File: config.mk
export PLATFORM = sky130hd
export DESIGN_NAME = fp_log2_seq
export DESIGN_NICKNAME = d
export VERILOG_FILES = /design/src/rtl/fp_log2_pkg.sv /design/src/rtl/fp_lod32.sv /design/src/rtl/fp_log2_seq.sv
export SDC_FILE = /design/constraint.sdc
export NUM_CORES = 1
export LEC_CHECK = 0
export CORE_ASPECT_RATIO = 2
export CORE_MARGIN = 10
export CORE_UTILIZATION = 35
export CTS_BUF_LIST = sky130_fd_sc_hd__clkbuf_8
export DETAILED_ROUTE_END_ITERATION = 10
export PLACE_DENSITY = 0.62
export SLEW_MARGIN = 10
export SYNTH_ARGS = -nofsm -noshare
export SYNTH_HDL_FRONTEND = slang
export SYNTH_HIERARCHICAL = 1
export SYNTH_SLANG_ARGS = --single-unit
File: constraint.sdc
create_clock -name clk -period 7.5 [get_ports clk]
set_input_delay 1.125 -clock clk [delete_from_list [all_inputs] [get_ports clk]]
set_output_delay 1.125 -clock clk [all_outputs]
set_load 0.1 [all_outputs]
File: src/rtl/fp_log2_pkg.sv
// rtl/fp_log2_pkg.sv - shared types and constants for the sequential log2 unit
// No ports: FSM state enum, operand classes, IEEE-754 constants, operand classifier.
package fp_log2_pkg;

  typedef enum logic [1:0] {
    ST_IDLE,
    ST_ITER,
    ST_PACK,
    ST_DONE
  } state_t;

  typedef enum logic [2:0] {
    CLS_NORMAL,
    CLS_ZERO,
    CLS_NEG,
    CLS_INF,
    CLS_NAN
  } op_class_t;

  localparam logic [31:0] QNAN    = 32'h7FC0_0000;
  localparam logic [31:0] NEG_INF = 32'hFF80_0000;
  localparam logic [31:0] POS_INF = 32'h7F80_0000;
  localparam int          BIAS    = 127;
  localparam int          FRAC_W  = 23;

  // Order matters: NaN beats sign, and a negative denormal is flushed to
  // zero before the sign is looked at, so it yields -inf rather than NaN.
  function automatic op_class_t classify(input logic [31:0] a);
    op_class_t cls;
    if (a[30:23] == 8'hFF && a[22:0] != 23'd0) begin
      cls = CLS_NAN;
    end else if (a[30:23] == 8'h00) begin
      cls = CLS_ZERO;
    end else if (a[31]) begin
      cls = CLS_NEG;
    end else if (a[30:23] == 8'hFF) begin
      cls = CLS_INF;
    end else begin
      cls = CLS_NORMAL;
    end
    return cls;
  endfunction

  function automatic logic [31:0] special_result(input op_class_t cls);
    logic [31:0] r;
    case (cls)
      CLS_ZERO: r = NEG_INF;
      CLS_INF:  r = POS_INF;
      default:  r = QNAN;
    endcase
    return r;
  endfunction

endpackage

File: src/rtl/fp_lod32.sv
// rtl/fp_lod32.sv - combinational 32-bit leading-one detector
// value : word to scan
// pos   : bit index of the most significant set bit (0 when value is zero)
// valid : value has at least one set bit
module fp_lod32 (
  input  logic [31:0] value,
  output logic [4:0]  pos,
  output logic        valid
);

  always_comb begin
    pos   = 5'd0;
    valid = |value;
    // Ascending scan: the last hit is the highest set bit.
    for (int i = 0; i < 32; i++) begin
      if (value[i]) begin
        pos = 5'(i);
      end
    end
  end

endmodule

File: src/rtl/fp_log2_seq.sv
// rtl/fp_log2_seq.sv - sequential IEEE-754 single log2, one fraction bit per clock
// clk    : rising-edge clock
// rst    : asynchronous active-high reset
// start  : request, sampled only in IDLE
// a_in   : IEEE-754 single operand, captured on the accepting edge
// busy   : high while iterating/packing a normal operand
// done   : one-cycle pulse, result valid while high
// result : IEEE-754 single log2(a_in), held until the next accepted start
module fp_log2_seq
  import fp_log2_pkg::*;
#(
  parameter int ITER = 24
) (
  input  logic        clk,
  input  logic        rst,
  input  logic        start,
  input  logic [31:0] a_in,
  output logic        busy,
  output logic        done,
  output logic [31:0] result
);

  localparam logic [4:0] LAST_ITER = 5'(ITER - 1);
  // Fewer iterations leave the fraction bits low in f; realign to Q.24.
  localparam int         F_SHIFT   = 24 - ITER;
  localparam logic [7:0] EXP_OFF   = 8'(BIAS - 24);

  state_t            state;
  state_t            state_d;
  logic [4:0]        cnt;
  logic [23:0]       m;
  logic signed [7:0] e;
  logic [23:0]       f;
  logic              busy_d;
  logic              done_d;

  op_class_t         cls;
  logic [47:0]       p;
  logic [23:0]       m_next;
  logic [23:0]       f_al;
  logic [31:0]       v;
  logic [31:0]       mag;
  logic [31:0]       norm;
  logic [4:0]        lead_pos;
  logic              lead_valid;
  logic [31:0]       pack_res;

  assign cls = classify(a_in);

  // Squaring step: m in [1,2) so m*m is in [1,4). A set top bit means the
  // square reached [2,4): emit a 1 and halve, otherwise emit 0 and keep.
  assign p      = 48'(m) * 48'(m);
  assign m_next = p[47] ? 24'(p >> 24) : 24'(p >> 23);

  // Pack the Q8.24 two's-complement value into a float, truncating.
  assign f_al = f << F_SHIFT;
  assign v    = {e, 24'd0} + {8'd0, f_al};
  assign mag  = v[31] ? (~v + 32'd1) : v;

  fp_lod32 u_lod (
    .value (mag),
    .pos   (lead_pos),
    .valid (lead_valid)
  );

  assign norm = mag << (5'd31 - lead_pos);

  always_comb begin
    pack_res = 32'd0;
    if (lead_valid) begin
      pack_res = {v[31], EXP_OFF + {3'd0, lead_pos}, FRAC_W'(norm >> 8)};
    end
  end

  // State register
  always_ff @(posedge clk or posedge rst) begin
    if (rst) begin
      state <= ST_IDLE;
    end else begin
      state <= state_d;
    end
  end

  // Next-state logic
  always_comb begin
    state_d = state;
    case (state)
      ST_IDLE: begin
        if (start) begin
          state_d = (cls == CLS_NORMAL) ? ST_ITER : ST_DONE;
        end
      end
      ST_ITER: begin
        if (cnt == LAST_ITER) begin
          state_d = ST_PACK;
        end
      end
      ST_PACK: state_d = ST_DONE;
      ST_DONE: state_d = ST_IDLE;
      default: state_d = ST_IDLE;
    endcase
  end

  // Output decode from the next state so busy/done can be registered
  // and still line up with the state they describe.
  always_comb begin
    busy_d = (state_d == ST_ITER) || (state_d == ST_PACK);
    done_d = (state_d == ST_DONE);
  end

  // Datapath and registered outputs
  always_ff @(posedge clk or posedge rst) begin
    if (rst) begin
      cnt    <= 5'd0;
      m      <= 24'd0;
      e      <= 8'sd0;
      f      <= 24'd0;
      busy   <= 1'b0;
      done   <= 1'b0;
      result <= 32'd0;
    end else begin
      busy <= busy_d;
      done <= done_d;
      case (state)
        ST_IDLE: begin
          if (start) begin
            if (cls == CLS_NORMAL) begin
              m   <= {1'b1, a_in[22:0]};
              e   <= a_in[30:23] - 8'(BIAS);
              f   <= 24'd0;
              cnt <= 5'd0;
            end else begin
              result <= special_result(cls);
            end
          end
        end
        ST_ITER: begin
          m   <= m_next;
          f   <= {f[22:0], p[47]};
          cnt <= cnt + 5'd1;
        end
        ST_PACK: begin
          result <= pack_res;
        end
        default: ;
      endcase
    end
  end

endmodule

==> run_results.csv <==
group,metric,value,unit
run_status,run_status,"finished clean",
yosys,syn_avg_cell_area,8.72,um^2
yosys,synth_seq_cells,97,
clocking,tritoncts_buffers,9,
clocking,number_of_h_tree_levels,3,
setup_path,wp_depth,27,
layout,num_antenna_cells,0,
die,die_height,381,um
setup_path,timing.reg2reg.worst_path_depth,27,
yosys,synthTopCellsByArea,"sky130_fd_sc_hd__fa_1, sky130_fd_sc_hd__dfrtp_1, sky130_fd_sc_hd__inv_1",
die,floorplan.io_pins,69,
route,count_of_tritonroute_iterations_in_the_first_routing_pass,5,
sta,setup_viol_count_final,0,
layout,area.growth.synth_to_final,13.9,%
setup_path,total_buffers_and_inverters_traversed_by_the_critical_path,9,
setup_path,timing.critical_path.fanout_max,16,
placement,buffer_ports.inserted,68,
clocking,clock_latency,0.41,ns
yosys,yosys.cell_count.top_type,"sky130_fd_sc_hd__inv_1",
die,die_x,201,um
clocking,library_cell_used_as_clock_root_buffer,"sky130_fd_sc_hd__clkbuf_8",
global_routing,antenna_found_initial,0,
worst_hold_path,timing.hold.worst.class,"reg -> reg",
sta,timing.clock.skew,0.0213,ns
clocking,post_cts_hold_buffer_count,0,
setup_path,slowest_stage,"sky130_fd_sc_hd__fa_1",
die,initial_utilization,35.3,%
setup_path,crit_arrival,7.56,ns
sta,achievable-frequency,139,MHz
yosys,synth_top_area_share,37.0,%
route,antenna_violating_nets_post_route,0,
setup_path,critPathMostFrequentCell,"sky130_fd_sc_hd__fa_1",
layout,multiInputGateArea,0.0178,mm^2
clocking,deepest_clock_path_buffer_count,2,
yosys,async_flop_share,100,%
setup_path,cpPeakStageDelay,0.62,ns
clocking,cts.sink_count,97,
setup_path,critical_path_required,7.84,ns
route,first_iter_violations,853,
setup_path,timing.setup.critical_path_class,"reg -> reg",
layout,seqCellArea,0.00243,mm^2
route,vias,18300,
placement,dpl.hpwl,60.0,mm
global_routing,gr-usage-all-layers,18.3,%
die,placeable_area,0.0647,mm^2
route,drt_wl_total,69.3,mm
global_routing,grt_start_max_net_pins,53,
sta,report.final.hold_viol_count,0,
sta,min_period,7.22,ns
yosys,ys_seq_area_share,10.6,%
route,wire_per_inst,19.1,um
setup_path,setup.worst_path.end_class,"flop",
layout,final_layout_size_suffix_gt1_share,9.03,%
yosys,post-synth-top-area-cell,"sky130_fd_sc_hd__fa_1",
yosys,synthesis.nets,3258,
job,max_cap_viol_count,0,
die,placementRows,132,
sta,timing.slew.headroom,32.8,%
route,drc,0,
layout,num-fill-cells,6700,
placement,post_dp_cell_area,0.0256,mm^2
yosys,post_synth_instance_area,0.0228,mm^2
die,floorplan.die_area,0.0765,mm^2
placement,globalplace.congestion,0.981,
setup_path,critical_path.top_delay_family,"adder cells",
yosys,ys_top_cells_by_count,"sky130_fd_sc_hd__inv_1, sky130_fd_sc_hd__fa_1, sky130_fd_sc_hd__nand2_1",
sta,period_share,96.2,%
layout,post-route-cell-area,0.0260,mm^2
global_routing,grt_pass1_vias,20500,
global_routing,wire_length_of_the_first_global_routing_pass,110,mm
sta,timing.hold.ws,0.487,ns
route,vias_per_cell,5.03,
yosys,yosys_warnings,6,
sta,worst_pin_slew,1.01,ns
setup_path,critical_path.startpoint_type,"flop",
yosys,synth_cell_type_count,73,
worst_hold_path,worstHoldPathCells,2,
clocking,cts_tree,"built",
yosys,netlist_instances,2621,
yosys,most_used_flip_flop_cell_after_synthesis,"sky130_fd_sc_hd__dfrtp_1",
layout,finish.net_count,3390,
sta,finalMaxSlewViolations,0,
global_routing,grt_overflow_total,0,
yosys,number_of_enable_type_register_cells_in_the_synthesized_netlist,0,
clocking,clk_pin_slew_worst_paths,0.13,ns
cell families after synthesis:
| family | Yosys count | synth area share [%] |
|---|---|---|
| buffers and inverters | 744 | 12.2 |
| AO/OA/AOI/OAI | 354 | 10.1 |
| AND/OR/NAND/NOR | 686 | 14.5 |
| multiplexers | 62 | 2.87 |
| XOR/XNOR | 76 | 2.91 |
| flip-flops | 97 | 10.6 |
| adder cells (fa/ha/maj) | 602 | 46.8 |
metal layers:
layer  vias to the layer above  share of wire, %  global-route usage, %
met5                         -                 0                      0
met4                         0               8.5                   12.8
met3                       261               2.9                   1.67
met2                       502                57                   37.1
met1                      9083                31                   16.4
li1                       8409                 -                      -
state kept, by name, summed over array words and instances, names as in the netlist:
register / cells
f: 24
e: 8
m: 24
result: 32
busy: 1
state: 2
done: 1
cnt: 5
path summary, 6_finish.rpt:
check | startpoint | endpoint | slack, ns
worst max register to register | m[10] | m[12] | 0.28
worst min-delay path | result[5] | result[5] | 0.49
min in group asynchronous | rst | busy | 1.13
worst min register to register | result[5] | result[5] | 0.49
max in group asynchronous | rst | m[14] | 5.18
worst max-delay path | m[10] | m[12] | 0.28
worst min-delay path: cells and delay by family, from the launching register on:
kind | cells | cell delay [ns]
compound gates | 1 | 0.06
flops | 1 | 0.36
simple gates | 1 | 0.04
placed cells by master (no fill, tap or decap), drive strengths merged, types with 10 or more instances in the layout:
master	n
a21o	15
a21oi	80
a221oi	12
a22oi	18
a31oi	11
and2	119
and3	13
buf	161
clkdlybuf4s50	68
dfrtp	97
fa	422
ha	180
inv	641
mux2	18
mux2i	43
nand2	302
nand2b	14
nand3	31
nand4	14
nor2	102
nor2b	11
nor3	19
nor4	18
o21ai	104
o221ai	11
o31ai	17
or3	10
xnor2	35
xor2	41
what timing repair did:
action | in CTS | in global routing
setup buffers | 0 | 1
endpoints found under the setup margin | 16 | 25
endpoints found under the hold margin | 0 | 0
gates resized for setup | 7 | 29
pin swaps | 0 | 7
layout make-up:
type                       instances  area share [%]
clock inverter                     7           0.303
timing repair buffer             229            8.12
sequential                        97            9.34
tap                              871            4.19
multi-input combinational       1780            68.4
inverter                         636            9.19
clock buffer                       9           0.476
metrics by stage:
stage	TNS, ns	std cells	worst slack [ns]	util (%)
floorplan	0	2621	0.366	-
global placement	-0.558	3612	-0.229	39.6
detailed placement	-0.755	3612	-0.233	39.6
CTS	0	3628	0.00423	40.0
global route	-0.00686	3629	-0.00686	40.2
finish	0	3629	0.282	40.2
Power is not shown: default switching activity piles up to over one toggle a cycle in this logic, so the estimate is an artifact.
